===== config.mk =====
export PLATFORM = sky130hd
export DESIGN_NAME = row_sync_arbiter
export DESIGN_NICKNAME = d
export VERILOG_FILES = /design/src/rtl/row_sync_arbiter.sv
export SDC_FILE = /design/constraint.sdc
export NUM_CORES = 1
export LEC_CHECK = 0
export ABC_AREA = 1
export BUFFER_PORTS_ARGS = -buffer_cell sky130_fd_sc_hd__buf_2
export CELL_PAD_IN_SITES_DETAIL_PLACEMENT = 1
export CELL_PAD_IN_SITES_GLOBAL_PLACEMENT = 2
export CORE_ASPECT_RATIO = 0.7
export CORE_MARGIN = 3
export CORE_UTILIZATION = 35
export DETAILED_ROUTE_END_ITERATION = 10
export GPL_ROUTABILITY_DRIVEN = 0
export PLACE_DENSITY_LB_ADDON = 0.1
export SLEW_MARGIN = 20
export SYNTH_ARGS = -nofsm -noshare
export SYNTH_HDL_FRONTEND = slang
export SYNTH_SLANG_ARGS = --single-unit

===== constraint.sdc =====
create_clock -name clk -period 6.3 [get_ports clk]
set_clock_uncertainty 0.2 [all_clocks]
set_input_delay 1.26 -clock clk [delete_from_list [all_inputs] [get_ports clk]]
set_output_delay 1.26 -clock clk [all_outputs]
set_load 0.05 [all_outputs]

===== src/rtl/row_sync_arbiter.sv =====
// Row-level synchroniser shared by the cores of one row.
// Provides a registered round-robin grant of the shared row URAM with fill
// accounting, a drain handshake towards the VGA drain logic, a per-owner
// watchdog and a hardware barrier. The barrier runs independently of the
// arbiter.
//
// Handshake: i_core_req / o_core_grant is a level handshake. A core raises
// i_core_req and holds it. o_core_grant[i] rises one cycle after the core
// wins arbitration and stays high while the core keeps i_core_req high.
// The owner releases the URAM by dropping i_core_req, and the grant falls on
// the next cycle. Requests from other cores wait until the arbiter is back
// in IDLE. A grant held for GRANT_TIMEOUT cycles is revoked by the watchdog.
module row_sync_arbiter #(
  parameter int NUM_CORES      = 8,
  parameter int FILL_THRESHOLD = 4,
  parameter int GRANT_TIMEOUT  = 1024
) (
  input  logic                 clk,
  input  logic                 reset_n,
  input  logic [NUM_CORES-1:0] i_core_req,
  output logic [NUM_CORES-1:0] o_core_grant,
  output logic                 o_uram_full,
  input  logic                 i_uram_emptied,
  input  logic [NUM_CORES-1:0] i_core_active,
  input  logic [NUM_CORES-1:0] i_barrier_arrive,
  output logic                 o_barrier_release,
  output logic [NUM_CORES-1:0] o_timeout_err,
  output logic [1:0]           o_dbg_state
);

  localparam int IW = (NUM_CORES > 1) ? $clog2(NUM_CORES) : 1;
  localparam int FW = $clog2(FILL_THRESHOLD + 1);
  localparam int WW = $clog2(GRANT_TIMEOUT + 1);

  typedef enum logic [1:0] {
    ST_IDLE  = 2'd0,
    ST_GRANT = 2'd1,
    ST_DRAIN = 2'd2
  } state_t;

  state_t               state, state_nxt;
  logic [NUM_CORES-1:0] grant, grant_nxt;
  logic [NUM_CORES-1:0] err, err_nxt;
  logic [IW-1:0]        owner, owner_nxt;
  logic [IW-1:0]        rr_ptr, rr_nxt;
  logic [FW-1:0]        fill, fill_nxt;
  logic [WW-1:0]        wdog, wdog_nxt;

  logic [IW-1:0]        winner;
  logic                 found;
  int                   idx;
  logic                 owner_req;

  logic [NUM_CORES-1:0] arrive_flags;
  logic [NUM_CORES-1:0] arrive_all;
  logic                 barrier_hit;
  logic                 release_q;

  // Round-robin search: the first requester at or after rr_ptr, wrapping.
  always_comb begin
    winner = rr_ptr;
    found  = 1'b0;
    idx    = 0;
    for (int k = 0; k < NUM_CORES; k++) begin
      idx = int'(rr_ptr) + k;
      if (idx >= NUM_CORES) idx = idx - NUM_CORES;
      if (!found && i_core_req[IW'(idx)]) begin
        found  = 1'b1;
        winner = IW'(idx);
      end
    end
  end

  assign owner_req = i_core_req[owner];

  // Next-state and next-register logic for the arbiter FSM.
  always_comb begin
    state_nxt = state;
    grant_nxt = grant;
    owner_nxt = owner;
    rr_nxt    = rr_ptr;
    fill_nxt  = fill;
    wdog_nxt  = wdog;
    err_nxt   = err;
    case (state)
      ST_IDLE: begin
        // A full URAM takes precedence over any pending request.
        if (fill == FW'(FILL_THRESHOLD)) begin
          state_nxt = ST_DRAIN;
        end else if (found) begin
          state_nxt = ST_GRANT;
          grant_nxt = {{(NUM_CORES-1){1'b0}}, 1'b1} << winner;
          owner_nxt = winner;
          rr_nxt    = (winner == IW'(NUM_CORES - 1)) ? '0 : winner + 1'b1;
          wdog_nxt  = WW'(1);
        end
      end
      ST_GRANT: begin
        if (!owner_req) begin
          state_nxt = ST_IDLE;
          grant_nxt = '0;
          fill_nxt  = fill + 1'b1;
        end else if (wdog == WW'(GRANT_TIMEOUT)) begin
          // Revoked grants are not counted as completed URAM fills.
          state_nxt      = ST_IDLE;
          grant_nxt      = '0;
          err_nxt[owner] = 1'b1;
        end else begin
          wdog_nxt = wdog + 1'b1;
        end
      end
      ST_DRAIN: begin
        if (i_uram_emptied) begin
          state_nxt = ST_IDLE;
          fill_nxt  = '0;
        end
      end
      default: begin
        state_nxt = ST_IDLE;
        grant_nxt = '0;
      end
    endcase
  end

  // Arbiter state registers; reset drops the grant asynchronously.
  always_ff @(posedge clk or negedge reset_n) begin
    if (!reset_n) begin
      state  <= ST_IDLE;
      grant  <= '0;
      err    <= '0;
      owner  <= '0;
      rr_ptr <= '0;
      fill   <= '0;
      wdog   <= '0;
    end else begin
      state  <= state_nxt;
      grant  <= grant_nxt;
      err    <= err_nxt;
      owner  <= owner_nxt;
      rr_ptr <= rr_nxt;
      fill   <= fill_nxt;
      wdog   <= wdog_nxt;
    end
  end

  // Barrier completes when every active core has arrived, counting this cycle.
  assign arrive_all  = arrive_flags | i_barrier_arrive;
  assign barrier_hit = (i_core_active != '0) &&
                       ((arrive_all & i_core_active) == i_core_active);

  // Barrier flags accumulate arrivals and clear on the completing cycle.
  always_ff @(posedge clk or negedge reset_n) begin
    if (!reset_n) begin
      arrive_flags <= '0;
      release_q    <= 1'b0;
    end else begin
      release_q    <= barrier_hit;
      arrive_flags <= barrier_hit ? '0 : arrive_all;
    end
  end

  assign o_core_grant      = grant;
  assign o_uram_full       = (state == ST_DRAIN);
  assign o_barrier_release = release_q;
  assign o_timeout_err     = err;
  assign o_dbg_state       = state;

endmodule

## After elaboration in Yosys (flattened, before gate mapping)

Cells that the tools add are included.

| word-level totals | value |
|---|---|
| memories kept | 0 |
| output and inout port bits | 20 |
| memory bits (read-only) | 0 |
| bits in writable memories | 0 |
| input bits | 27 |
| latch bits | 0 |
| bits in registers | 47 |
| word-level logic and storage cells | 164 |

| operators by class | value |
|---|---|
| mux-type cells | 73 |
| shift operators | 1 |
| add/subtract/negate cells | 18 |
| equality and inequality tests | 14 |
| reductions and logical operators | 26 |
| bitwise operators | 5 |
| $lt $le $gt $ge | 18 |
| multiply operators | 0 |
| div/mod/pow operators | 0 |

Operators with widths:

| kind | number |
|---|---|
| $mux W3 | 19 |
| $mux W11 | 4 |
| $lt A3 B5 Y1 const B | 8 |
| $mux W8 | 5 |
| $ge A4 B4 Y1 const B | 7 |
| $bmux W1 S3 | 9 |
| $mux W1 | 26 |
| $pmux W8 S3 | 1 |
| $sub A3 B1 Y3 const B | 8 |
| $pmux W11 S2 | 1 |
| $add A3 B3 Y4 const B | 4 |
| $or A8 B8 Y8 | 2 |
| $reduce_and A3 Y1 | 4 |
| $add A11 B1 Y11 const B | 1 |
| $eq A11 B11 Y1 const B | 1 |
| $mux W2 | 5 |
| $ne A2 B2 Y1 const B | 5 |
| $logic_and A1 B1 Y1 | 9 |
| $add A3 B2 Y4 const B | 2 |
| $and A8 B8 Y8 | 1 |
| $eq A8 B8 Y1 | 1 |
| $reduce_bool A8 Y1 | 1 |
| $shl A1 B3 Y8 const A | 1 |
| $logic_not A1 Y1 | 7 |
| 18 further kinds | 23 |

## Depth between registers and ports, before layout

| logic depth | value |
|---|---|
| depth after elaboration | 31 |
| gate-level depth with buffers | 23 |
| gate-level depth less buffers | 21 |

## Worst setup path after synthesis

No wires, ideal clock.

| path | value |
|---|---|
| path kind | input to register |
| start | input port i_core_req[0] |
| end | register rr_ptr[2] |
| setup time | 128 ps |
| arrival time | 3033 ps |
| cell stages on the path | 16 |
| setup slack | 2939 ps |
| cells stage by stage | nand2_1 -> nand3_1 -> nand3_1 -> nand2_2 -> nor2_4 -> nand4_2 -> nor2_1 -> inv_1 -> o21ai_1 -> nand2_1 -> nand2_1 -> inv_1 -> ha_1 -> ha_1 -> nand2_1 -> o21ai_0 |

| between the ends | value |
|---|---|
| longest elaborated chain between the ends | 27 |
| elaborated cells between the ends (all ways) | 58 |
| those cells by class | 1 x add/sub; 1 x eq/ne; 41 x mux; 15 x reduce/logical |

Ends and longest elaborated chain:

| item | line | RTL |
|---|---|---|
| start: declaration | 20 | `input logic [NUM_CORES-1:0] i_core_req,` |
| $bmux W1 S3 | 67 | `if (!found && i_core_req[IW'(idx)]) begin` |
| $mux W1 (implied by the code) (2 in series) | 67 |  |
| $mux W1 | 67 |  |
| $logic_not A1 Y1 | 67 |  |
| $logic_and A1 B1 Y1 | 67 |  |
| $mux W1 | 67 |  |
| $logic_not A1 Y1 | 67 |  |
| $logic_and A1 B1 Y1 | 67 |  |
| [11 not listed] | - |  |
| $logic_and A1 B1 Y1 | 67 |  |
| $mux W1 | 67 |  |
| $logic_not A1 Y1 | 67 |  |
| $logic_and A1 B1 Y1 | 67 |  |
| $mux W3 (*) | 67 |  |
| via winner[0] | 49 | `logic [IW-1:0] winner;` |
| $add A3 B1 Y3 or $eq A3 B3 Y1 (tied branches) | 94 | `rr_nxt = (winner == IW'(NUM_CORES - 1)) ? '0 : winner + 1'b1;` |
| $mux W3 (*) | 94 |  |
| end signal: assignment | 140 | `rr_ptr <= rr_nxt;` |
| end: declaration | 45 | `logic [IW-1:0] rr_ptr, rr_nxt;` |

The timed path passes the listed nets; every way through them passes the cells marked *. The select of a mux whose other input is x is not followed.
A chain may end at the register's enable or synchronous reset.

## Worst setup path in the final report

| path | value |
|---|---|
| start | register rr_ptr[0] |
| end | register rr_ptr[2] |

| between the ends | value |
|---|---|
| longest elaborated chain between the ends | 29 |
| elaborated cells between the ends (all ways) | 89 |
| those cells by class | 16 x add/sub; 8 x order compare; 1 x eq/ne; 49 x mux; 15 x reduce/logical |

Ends and longest elaborated chain:

| item | line |
|---|---|
| parallel branches: the longest is 26 deep, another holds $add A3 B1 Y4 | - |
| $mux W3 (*) | 67 |
| via winner[0] | 49 |
| $add A3 B1 Y3 or $eq A3 B3 Y1 (tied branches) | 94 |
| $mux W3 (*) | 94 |

Mark *: on every way through the listed nets, which the timed path passes. The select of a mux whose other input is x is not followed.

==> impl_metrics.tcl <==
set metrics [dict create \
    min_period_ps 3910 \
    core_mm2 0.00821 \
    use_met2_pct 24.1 \
    grt-ovfl-total 0 \
    tns_ps 0 \
    grt_pass1_vias 2815 \
    path_clk_slew_ps 60 \
    ir_drop_mv 0.272 \
    clock_latency_ps 290 \
    syn_to_final_growth_pct 16.2 \
    post-cts-setup-buffer-count 0 \
    antenna_found_initial 0 \
    path_max_fanout 12 \
    syn_nets 445 \
    ioPinCount 47 \
    die_y_um 84.4 \
    cts_resized 0 \
    drt-vias-per-instance 4.93 \
    cts_sinks 47 \
    grt_first_pass_wirelength_um 13900 \
    cp-start-kind "register" \
    fmaxAchievable_ghz 0.256 \
    cp.depth 17 \
    synthCells 406 \
    synth_top_area_share_pct 38.2 \
    die_w_um 118 \
    rows 27 \
    final-max-slew-violation-count 0 \
    yosys_warnings 0 \
    worstRegToRegCells 17 \
    ys_types 40 \
    worstHoldPathCells 2 \
    post-route-cell-area_mm2 0.00357 \
    clock-root-buffer "clkbuf_16" \
    cts_buffer_depth 2 \
    critPathArrivalTime_ps 3870 \
    dp_hpwl_um 6610 \
    dieArea_mm2 0.00997 \
    initial_core_util_pct 37.5 \
    drtIter0Drc 116 \
    rsz0062_at_grt "no" \
    cp_top_family "adder cells" \
    cp_num_buf_inv 5 \
    end_kind "register" \
    yosysSeqAreaShare_pct 38.2 \
    layout_common_cells "111 x nand2_1, 54 x nand3_1, 47 x dfrtp_1" \
    final_nets 489 \
    maxCapViolations 0 \
    met3_usage_pct 4.24 \
    ant_nets 0 \
    synthTopCellsByArea "dfrtp_1 38%, nand2_1 14%, nand3_1 8.8%" \
    cp.required_ps 6260 \
    hold_class "register to register" \
    setup_viol 0 \
    drc 0 \
    maxSlewHeadroom_pct 57.4 \
    hold_viol 0 \
    grt_max_degree 48 \
    routedWlPerCell_um 14.7 \
    ys_seq_elements 47 \
    power_density_mw_per_mm2 635 \
    tritoncts "built" \
    cts_buffers 5 \
    hold_slack_ps 275 \
    postLayoutCoreUtil_pct 43.5 \
    crit_type "register to register" \
    antenna_cells 0 \
    yosysTopAreaCell "dfrtp_1" \
    grt_util_met1_pct 26.6 \
    grt-busiest-layer "met1" \
    vias 2798 \
    drive_gt1_share_pct 18.0 \
    p_leak_uw 0.00183 \
    syn_avg_cell_area_um2 7.57 \
    routed_wl_um 8320 \
    fin_crit_sh_pct 62.1 \
    placed_cell_area_mm2 0.00338 \
    htreeDepth 2 \
    max_stage_delay_ps 600 \
    tightest_slew_ps 639 \
    status "completed" \
    grt_usage_pct 17.2 \
    slowest_stage "dfrtp_1" \
    firstDrtPassIters 4 \
    worstPathCellList "inv_2 -> ha_1 -> inv_1 -> nand3_1 -> nand2_1 -> o21bai_1 -> inv_1 -> nor2_1 -> inv_1 -> o21ai_1 -> nand2_1 -> nand2_1 -> inv_1 -> ha_1 -> ha_1 -> nand2_1 -> o21ai_0" \
    syn_area_mm2 0.00308 \
    ctsHoldBuffers 0 \
    io_buffer_count 46 \
    layout_commonest_cell "nand2_1" \
]
[flip-flops by register name, indices dropped and copies added, names as in the netlist]
signal	cells
arrive_flags	8
fill	3
o_barrier_release	1
o_core_grant	8
o_dbg_state	2
o_timeout_err	8
owner	3
rr_ptr	3
wdog	11
[report_power, final]
part           total [uW]  internal (uW)  switching, uW
clock                 341            228            114
combinational        1450            437           1010
sequential            482            393           88.9
total                2270           1060           1210
[tightest hold or removal path: stages, from the launching register on]
cell     delay, ps
dfrtp_1        340
nand2_1         50
nand2_1         50
[per-stage QoR]
stage | total power, uW | setup WS, ps | std cells
4_1_cts | 2300 | 2420 | 567
5_1_grt | 2520 | 2060 | 567
6_report | 2270 | 2390 | 567
3_5_place_dp | 1940 | 2410 | 559
2_1_floorplan | 1620 | 2940 | 406
3_3_place_gp | 1910 | 2480 | 559
[metal layers]
layer  wire length (um)  vias up
met5                  0        -
met4                 70        0
met3                366        7
met2               3250       55
met1               4630     1322
li1                   -     1414
[cells by family after synthesis]
| kind of cell | synth area share [%] |
|---|---|
| simple gates | 32.3 |
| flops | 38.2 |
| compound gates | 11.1 |
| buf+inv | 8.54 |
| fa+ha+maj | 4.88 |
| xor+xnor | 5.00 |
[cell usage after synthesis]
library cell / n
o21bai_1: 9
inv_2: 4
nor3_1: 5
a211oi_1: 1
buf_4: 2
nand3_1: 54
o21ai_1: 2
nor2_2: 2
inv_4: 1
o211ai_1: 1
xnor2_2: 2
o21ai_2: 11
o21ai_0: 12
nand3_2: 1
ha_1: 12
a41oi_1: 1
dfrtp_1: 47
nand4_2: 1
nor4_1: 6
xor2_1: 11
nor2_1: 29
o21a_1: 1
a32o_1: 1
a31oi_1: 1
xnor2_1: 1
and3_1: 2
nand2_2: 2
a221oi_1: 2
xor2_2: 1
buf_2: 4
buf_6: 3
or2_1: 1
nor2_4: 2
o22ai_1: 1
nand4_1: 3
inv_1: 46
a21oi_1: 7
nand2_1: 111
nand2_4: 1
nand3b_1: 2
[area by class of cell]
type	count	area, um^2
fill	1061	4640
multi-input combinational	299	1640
sequential	47	1180
timing repair buffer	46	233
inverter	51	194
tap	116	145
clock buffer	6	129
clock inverter	2	60.1
[path summary, 6_finish.rpt]
path,start,to,slack [ps]
min in group asynchronous,reset_n,o_core_grant[2],770
max,rr_ptr[0],rr_ptr[2],2390
max reg2reg,rr_ptr[0],rr_ptr[2],2390
max in group asynchronous,reset_n,o_timeout_err[2],4720
min,o_core_grant[7],o_core_grant[7],280
min reg2reg,o_core_grant[7],o_core_grant[7],280
(Power assumes the default switching activity.)
